--- src/rtl/screen_fader_if.sv ---
// Pixel, fade-control and VGA-side signals of the final colour stage, grouped as one bus.
// The master drives colour/enable/requests; the slave drives the DAC nibbles and status.
interface screen_fader_if;
    logic [23:0] pixel_color;
    logic        display_en;
    logic        frame_start;
    logic        fade_out_req;
    logic        fade_in_req;
    logic [3:0]  red;
    logic [3:0]  green;
    logic [3:0]  blue;
    logic        busy;
    logic        dark;
    logic        fade_done;

    modport master (
        output pixel_color, display_en, frame_start, fade_out_req, fade_in_req,
        input  red, green, blue, busy, dark, fade_done
    );

    modport slave (
        input  pixel_color, display_en, frame_start, fade_out_req, fade_in_req,
        output red, green, blue, busy, dark, fade_done
    );
endinterface

--- src/rtl/screen_fader.sv ---
// Final colour stage: scales palette colour by a frame-synchronous fade level and
// drives 4-bit VGA channels, plus the fade-to/from-black sequencer.
module screen_fader #(
    parameter int STEPS           = 16,
    parameter int FRAMES_PER_STEP = 2
) (
    input  logic          Clk,
    input  logic          Reset_n,
    screen_fader_if.slave bus
);
    localparam int LW    = $clog2(STEPS + 1);
    localparam int SHIFT = $clog2(STEPS);
    localparam int CW    = (FRAMES_PER_STEP > 1) ? $clog2(FRAMES_PER_STEP) : 1;
    localparam int PW    = 8 + LW;
    localparam logic [LW-1:0] LEVEL_MAX = LW'(STEPS);
    localparam logic [CW-1:0] CNT_LAST  = CW'(FRAMES_PER_STEP - 1);

    typedef enum logic [1:0] {
        SHOWN      = 2'd0,
        FADING_OUT = 2'd1,
        DARK       = 2'd2,
        FADING_IN  = 2'd3
    } state_t;

    state_t          state_reg;
    logic [LW-1:0]   level_reg;
    logic [CW-1:0]   frame_cnt_reg;
    logic            busy_reg;
    logic            dark_reg;
    logic            fade_done_reg;

    // Simultaneous requests cancel each other out.
    logic out_req;
    logic in_req;
    assign out_req = bus.fade_out_req & ~bus.fade_in_req;
    assign in_req  = bus.fade_in_req & ~bus.fade_out_req;

    always_ff @(posedge Clk or negedge Reset_n) begin
        if (!Reset_n) begin
            state_reg     <= SHOWN;
            level_reg     <= LEVEL_MAX;
            frame_cnt_reg <= '0;
            busy_reg      <= 1'b0;
            dark_reg      <= 1'b0;
            fade_done_reg <= 1'b0;
        end else begin
            fade_done_reg <= 1'b0;
            case (state_reg)
                SHOWN: begin
                    if (out_req) begin
                        state_reg     <= FADING_OUT;
                        frame_cnt_reg <= '0;
                        busy_reg      <= 1'b1;
                        dark_reg      <= 1'b0;
                    end
                end
                FADING_OUT: begin
                    if (in_req) begin
                        state_reg     <= FADING_IN;
                        frame_cnt_reg <= '0;
                    end else if (bus.frame_start) begin
                        if (frame_cnt_reg < CNT_LAST) begin
                            frame_cnt_reg <= frame_cnt_reg + 1'b1;
                        end else begin
                            frame_cnt_reg <= '0;
                            if (level_reg < LW'(2)) begin
                                level_reg     <= '0;
                                state_reg     <= DARK;
                                busy_reg      <= 1'b0;
                                dark_reg      <= 1'b1;
                                fade_done_reg <= 1'b1;
                            end else begin
                                level_reg <= level_reg - 1'b1;
                            end
                        end
                    end
                end
                DARK: begin
                    if (in_req) begin
                        state_reg     <= FADING_IN;
                        frame_cnt_reg <= '0;
                        busy_reg      <= 1'b1;
                        dark_reg      <= 1'b0;
                    end
                end
                FADING_IN: begin
                    if (out_req) begin
                        state_reg     <= FADING_OUT;
                        frame_cnt_reg <= '0;
                    end else if (bus.frame_start) begin
                        if (frame_cnt_reg < CNT_LAST) begin
                            frame_cnt_reg <= frame_cnt_reg + 1'b1;
                        end else begin
                            frame_cnt_reg <= '0;
                            if (level_reg >= LEVEL_MAX - LW'(1)) begin
                                level_reg     <= LEVEL_MAX;
                                state_reg     <= SHOWN;
                                busy_reg      <= 1'b0;
                                dark_reg      <= 1'b0;
                                fade_done_reg <= 1'b1;
                            end else begin
                                level_reg <= level_reg + 1'b1;
                            end
                        end
                    end
                end
                default: begin
                    state_reg     <= SHOWN;
                    level_reg     <= LEVEL_MAX;
                    frame_cnt_reg <= '0;
                    busy_reg      <= 1'b0;
                    dark_reg      <= 1'b0;
                end
            endcase
        end
    end

    // Level is captured alongside the pixel so a mid-frame level update cannot split a pixel.
    logic [23:0]   pixel_d1_reg;
    logic          display_en_d1_reg;
    logic [LW-1:0] level_d1_reg;

    always_ff @(posedge Clk or negedge Reset_n) begin
        if (!Reset_n) begin
            pixel_d1_reg      <= '0;
            display_en_d1_reg <= 1'b0;
            level_d1_reg      <= '0;
        end else begin
            pixel_d1_reg      <= bus.pixel_color;
            display_en_d1_reg <= bus.display_en;
            level_d1_reg      <= level_reg;
        end
    end

    genvar gi;
    generate
        for (gi = 0; gi < 3; gi++) begin : gen_ch
            logic [7:0]    c8;
            logic [PW-1:0] prod;
            logic [PW-1:0] scaled;
            logic [3:0]    nib;
            logic [3:0]    chan_reg;

            assign c8     = pixel_d1_reg[23-8*gi -: 8];
            assign prod   = PW'(c8) * PW'(level_d1_reg);
            assign scaled = prod >> SHIFT;
            assign nib    = (scaled > PW'(255)) ? 4'hF : scaled[7:4];

            always_ff @(posedge Clk or negedge Reset_n) begin
                if (!Reset_n) begin
                    chan_reg <= 4'h0;
                end else begin
                    chan_reg <= display_en_d1_reg ? nib : 4'h0;
                end
            end
        end
    endgenerate

    assign bus.red       = gen_ch[0].chan_reg;
    assign bus.green     = gen_ch[1].chan_reg;
    assign bus.blue      = gen_ch[2].chan_reg;
    assign bus.busy      = busy_reg;
    assign bus.dark      = dark_reg;
    assign bus.fade_done = fade_done_reg;
endmodule

--- src/flat_wrapper.sv ---
// flat-port wrapper written by rule: the top's interface ports become plain ports
module screen_fader_flat 
#(
    parameter int STEPS           = 16,
    parameter int FRAMES_PER_STEP = 2
)
  (Clk, Reset_n, bus_pixel_color, bus_display_en, bus_frame_start, bus_fade_out_req, bus_fade_in_req, bus_red, bus_green, bus_blue, bus_busy, bus_dark, bus_fade_done);
  screen_fader_if bus_i ();
  input  logic Clk;
  input  logic Reset_n;
  input wire logic [$bits(bus_i.pixel_color)-1:0] bus_pixel_color;
  input wire logic [$bits(bus_i.display_en)-1:0] bus_display_en;
  input wire logic [$bits(bus_i.frame_start)-1:0] bus_frame_start;
  input wire logic [$bits(bus_i.fade_out_req)-1:0] bus_fade_out_req;
  input wire logic [$bits(bus_i.fade_in_req)-1:0] bus_fade_in_req;
  output wire logic [$bits(bus_i.red)-1:0] bus_red;
  output wire logic [$bits(bus_i.green)-1:0] bus_green;
  output wire logic [$bits(bus_i.blue)-1:0] bus_blue;
  output wire logic [$bits(bus_i.busy)-1:0] bus_busy;
  output wire logic [$bits(bus_i.dark)-1:0] bus_dark;
  output wire logic [$bits(bus_i.fade_done)-1:0] bus_fade_done;
  assign bus_i.pixel_color = bus_pixel_color;
  assign bus_i.display_en = bus_display_en;
  assign bus_i.frame_start = bus_frame_start;
  assign bus_i.fade_out_req = bus_fade_out_req;
  assign bus_i.fade_in_req = bus_fade_in_req;
  assign bus_red = bus_i.red;
  assign bus_green = bus_i.green;
  assign bus_blue = bus_i.blue;
  assign bus_busy = bus_i.busy;
  assign bus_dark = bus_i.dark;
  assign bus_fade_done = bus_i.fade_done;
  screen_fader #(.STEPS(STEPS), .FRAMES_PER_STEP(FRAMES_PER_STEP)) u_core (.Clk(Clk), .Reset_n(Reset_n), .bus(bus_i));
endmodule
--- config.mk ---
export PLATFORM = sky130hd
export DESIGN_NAME = screen_fader_flat
export DESIGN_NICKNAME = d
export VERILOG_FILES = /design/src/rtl/screen_fader_if.sv /design/src/rtl/screen_fader.sv /design/src/flat_wrapper.sv
export SDC_FILE = /design/constraint.sdc
export NUM_CORES = 1
export LEC_CHECK = 0
export ABC_CLOCK_PERIOD_IN_PS = 10900
export CORE_MARGIN = 8
export CORE_UTILIZATION = 64
export DETAILED_ROUTE_END_ITERATION = 16
export HOLD_SLACK_MARGIN = 0.06
export PLACE_DENSITY = 0.95
export SYNTH_ARGS = -nofsm -noshare
export SYNTH_HDL_FRONTEND = slang
export SYNTH_SLANG_ARGS = --single-unit
--- constraint.sdc ---
create_clock -name Clk -period 10.9 [get_ports Clk]
set_input_delay 2.725 -clock Clk [delete_from_list [all_inputs] [get_ports Clk]]
set_output_delay 2.725 -clock Clk [all_outputs]
set_load 0.005 [all_outputs]
After elaboration in Yosys (flattened, before gate mapping)
Index checks and enable logic that the tools add are counted. W data, S select, Z words.

Flip-flop bits (word level): 53. Input port bits: 30. Logic and storage cells: 111.

Add/subtract/negate cells: 3. Reductions and logical operators: 6. $lt $le $gt $ge: 6. Muxes and demuxes: 58. Bitwise operators: 4. Eq/ne operators: 19. $mul: 3.

Operators by type and width (count): $mux W5 (8); $mul A8 B5 Y13 (3); $mux W1 (28); $gt A9 B8 Y1 const B (3); $mux W4 (6); $mux W2 (10); $ne A2 B2 Y1 const B (6); $ne A3 B2 Y1 const B (4); $pmux W1 S4 (3); $pmux W5 S2 (1); $reduce_and A10 Y1 (1); $ne A2 B1 Y1 const B (4); $pmux W2 S4 (1); $reduce_and A8 Y1 (1); $reduce_and A7 Y1 (1); $ne A3 B1 Y1 const B (2); $add A5 B1 Y5 const B (1); $ge A5 B4 Y1 const B (1); $lt A5 B2 Y1 const B (1); $sub A5 B1 Y5 const B (1); $eq A2 B2 Y1 const B (2); $and A1 B1 Y1 (2); $eq A2 B1 Y1 const B (1); $logic_not A2 Y1 (1); 6 further kinds (7).

Longest topological paths before layout
Depth after elaboration: 6. Depth in mapped cells: 15. Gate-level depth less buffers: 14.

Worst setup path after synthesis
OpenSTA, ideal clock, no wires.

Path type: input to register. From: in bus_fade_in_req. To: reg u_core.state_reg[1]. Data arrival time: 3.807 ns. Setup time: 0.125 ns. Setup slack: 6.968 ns. Path buffers: 0. Data required time: 10.775 ns. Stages on the path: 5. Path through: nand2b_1 -> a21o_1 -> o21ai_1 -> and4_4 -> mux2_4.

Longest elaborated chain between the ends: 4. Elaborated cells on any way between the ends: 15. Those cells by class: eq/ne: 8; mux: 3; bitwise: 3; reduce/logical: 1.

RTL lines: start: declaration (RTL line flat_wrapper.sv:15) `input wire logic [$bits(bus_i.fade_in_req)-1:0] bus_fade_in_req;`; $not A1 Y1 (RTL line screen_fader.sv:35) `assign out_req = bus.fade_out_req & ~bus.fade_in_req;`; $and A1 B1 Y1 (RTL line screen_fader.sv:35); $ne A3 B2 Y1 (no source line), or another cell as far along; $reduce_and A8 Y1 (no source line) / $pmux W2 S4 (equally long branches); end signal: assignment (RTL line screen_fader.sv:40) `state_reg <= SHOWN;`; end signal: assignment (RTL line screen_fader.sv:51) `state_reg <= FADING_OUT;`; end signal: assignment (RTL line screen_fader.sv:59) `state_reg <= FADING_IN;`; end: declaration (RTL line screen_fader.sv:25) `state_t state_reg;`.

Parallel ways exist; a longest one is shown, timed or not. A chain may end at the register's enable or synchronous reset.

Worst setup path in the final report
From: reg u_core.level_d1_reg[2]. To: reg u_core.gen_ch[1].chan_reg[2] (netlist: u_core.bus.green[2]).

Longest elaborated chain between the ends: 4.

RTL lines: start: declaration (RTL line screen_fader.sv:121) `logic [LW-1:0] level_d1_reg;`; start signal: assignment (RTL line screen_fader.sv:131) `level_d1_reg <= level_reg;`; $mul A8 B5 Y13 * (RTL line screen_fader.sv:145) `assign prod = PW'(c8) * PW'(level_d1_reg);`; $gt A9 B8 Y1 (RTL line screen_fader.sv:147) `assign nib = (scaled > PW'(255)) ? 4'hF : scaled[7:4];`; $mux W4 * (RTL line screen_fader.sv:147); $mux W4 * (RTL line screen_fader.sv:153) `chan_reg <= display_en_d1_reg ? nib : 4'h0;`; end signal: assignment (RTL line screen_fader.sv:153); end: declaration (RTL line screen_fader.sv:142) `logic [3:0] chan_reg;`.

Every way passes the cells marked *; elsewhere a longest branch is shown, timed or not.

==> flow_summary.toml <==
[outcome]
outcome = "finished clean"

[synthesis]
synthTopCellsByArea = "dfrtp_1, fa_1, ha_1, and2_1, inv_1"
syn-cell-area_sq_mm = 0.00513
ys_warn_count = 0
synth_flop_cell = "dfrtp_1"
ys_types = 51
synth_cells = 531
yosysTopAreaCell = "dfrtp_1"
async_flop_share_pct = 100
synth_top_family_by_area = "adder cells"
yosys.area_share.adder_pct = 35.8
synth_compound_area_share_pct = 9.46
synth-simple-area-share_pct = 20.2
yosys.cell_count.top_type = "and2_1"
yosys-mux-area-fraction_pct = 0.683
netlist_top_cells_count = "and2_1, inv_1, ha_1"
syn_area_per_cell_sq_um = 9.66
syn-num-nets = 677
yosysTopAreaCellShare_pct = 25.4
synth_xor_xnor_area_share_pct = 1.88
ys_seq_area_share_pct = 25.9
ys_ff_latch = 53
synth_edf_count = 0

[setup_path]
critPathKind = "register to register"
crit_arrival_ns = 4.65
path_buf_inv = 2
slowest_stage = "dfrtp_1"
crit_family = "adder cells"
worst_ep_required_time_ns = 11.16
critPathMaxStageDelay_ns = 0.81
critPathCaptureType = "register"
critPathMaxFanout = 24
crit_chain = "and2_1 -> fa_1 -> fa_1 -> inv_1 -> fa_1 -> inv_1 -> ha_1 -> a21oi_1 -> o22ai_1 -> nor4b_1 -> a211oi_1 -> mux2i_1 -> a21o_1"
cpMostUsedCell = "fa_1"
crit_path_start_kind = "register"

[floorplanning]
rows = 32
die_h_um = 106
die_width_um = 106
start_util_pct = 66.0
core_region_area_sq_mm = 0.00777
io_pins = 45
die-area_sq_mm = 0.0111

[placed_design]
dp_cells = 665
port_buffers = 44
place_hpwl_mm = 8.26
place_ws_ns = 6.32
gp_congestion = 0.856

[global_routing]
grt_max_degree = 54
grt_pass1_vias = 4269
grt_util_all_layers_pct = 20.1
grt_antenna_before_repair = 0
grt-ovfl-total = 0
grt_pass1_wl_mm = 18.7

[pwr]
power_density_mw_per_mm2 = 277
p_leak_nw = 2.92
ir_drop_uv = 133

[sta]
finalHoldViolCount = 0
finalCritPeriodShare_pct = 40.3
max_freq_mhz = 228
grt_setup_unrepaired = "no"
report.final.setup_viol = 0
timing.final.ws_setup_ns = 6.51
period_needed_ns = 4.39
finalHoldWorstSlack_ns = 0.473
maxSlewViolCount = 0
tns_ns = 0
maxSlewHeadroom_pct = 51.3
worst_slew_pin_slew_ns = 0.730
fin_skew_ns = 0.00274

[clock_network]
cts.repair.resized = 0
clock_path_buffers = 2
worstSkewPairLatency_ns = 0.32
post-cts-setup-buffers = 0
tritoncts = "yes"
clockRootBuffer = "clkbuf_8"
path_clk_slew_ns = 0.11
cts_sinks = 53
htree_levels = 2
cts_hold_buf = 0
cts_made_buffers = 5

[finish]
area_delta_synth_final_pct = 12.4
n_antenna_cell = 0
fill_cells = 505
stdcell_count = 673
largest_reg_flops = 24
ff_latch_area_sq_mm = 0.00133
multi_input_area_sq_mm = 0.00349
num-nets-final = 716
post-route-util_pct = 74.2
drive_gt1_share_pct = 4.20

[detailed_routing]
dr.pass1.iters = 4
wl_per_cell_um = 16.0
viasPerCell = 5.82
ant_nets = 0
drt_iter0_markers = 191
drc_errors = 0
num_vias = 3914
wirelength_mm = 10.8

[min_path]
hold_path_class = "register to register"

[job]
maxCapViolCount = 0
-- path summary, 6_finish.rpt --
kind	cells past startpoint	slack (ns)	from	endpoint
worst max-delay path	13	6.51	u_core.level_d1_reg[2]$_DFF_PN0_	u_core.bus.green[2]$_DFF_PN0_
worst min-delay path	0	0.47	u_core.level_reg[4]$_DFFE_PN1P_	u_core.level_d1_reg[4]$_DFF_PN0_
worst max register to register	13	6.51	u_core.level_d1_reg[2]$_DFF_PN0_	u_core.bus.green[2]$_DFF_PN0_
worst min register to register	0	0.47	u_core.level_reg[4]$_DFFE_PN1P_	u_core.level_d1_reg[4]$_DFF_PN0_
max in group asynchronous	2	7.93	Reset_n	u_core.bus.red[0]$_DFF_PN0_
min in group asynchronous	2	2.52	Reset_n	u_core.pixel_d1_reg[7]$_DFF_PN0_
-- routing by layer --
layer / vias to the layer above / GRT usage [%] / share of wire, %
met5: - / 0 / 0
met4: 0 / 7.84 / 3.4
met3: 41 / 3.96 / 5.4
met2: 132 / 35.7 / 52
met1: 1924 / 23.2 / 39
li1: 1817 / - / -
-- layout by cell type (no fill, tap or decap), types with 5 or more instances in the layout --
master / count
clkdlybuf4s50_1: 43
inv_1: 69
clkbuf_8: 5
a21o_1: 6
and2_1: 74
nor2_1: 19
o21ai_0: 10
nand2_1: 60
fa_1: 51
o21a_1: 7
a21oi_1: 20
xnor2_1: 7
ha_1: 65
nand3_1: 9
dfrtp_1: 52
-- area by class of cell --
cell class,count,area share (%)
multi-input combinational,396,60.5
inverter,69,4.49
clock buffer,5,1.19
tap,102,2.21
clock inverter,3,0.868
timing repair buffer,45,7.68
sequential,53,23.0
-- stage by stage --
stage               total power [mW]  instance area, sq um
finish                          1.60                  5770
global route                    1.78                  5770
CTS                             1.60                  5770
detailed placement              1.43                  5650
global placement                1.35                  5650
floorplan                       1.17                  5130
-- worst reg2reg max path, delay by kind of cell (launching register included) --
kind | cells | cell delay (ns)
fa+ha+maj | 4 | 1.86
flops | 1 | 0.81
compound gates | 4 | 0.65
simple gates | 2 | 0.59
mux | 1 | 0.31
buf+inv | 2 | 0.11
-- power breakdown --
group	internal [mW]	switching, mW
combinational	0.511	0.606
sequential	0.245	0.0883
clock	0.0706	0.0755
total	0.827	0.769
-- cell families (layout without fill, tap and decap cells) --
| family | Yosys count | after routing |
|---|---|---|
| muxes | 3 | 3 |
| AOI/OAI and AO/OA | 71 | 71 |
| buffers and inverters | 82 | 122 |
| and+or+nand+nor | 195 | 195 |
| xor gates and xnor gates | 11 | 11 |
| DFF | 53 | 53 |
| adders and majority gates | 116 | 116 |
Power figures use the tool's default switching activity.
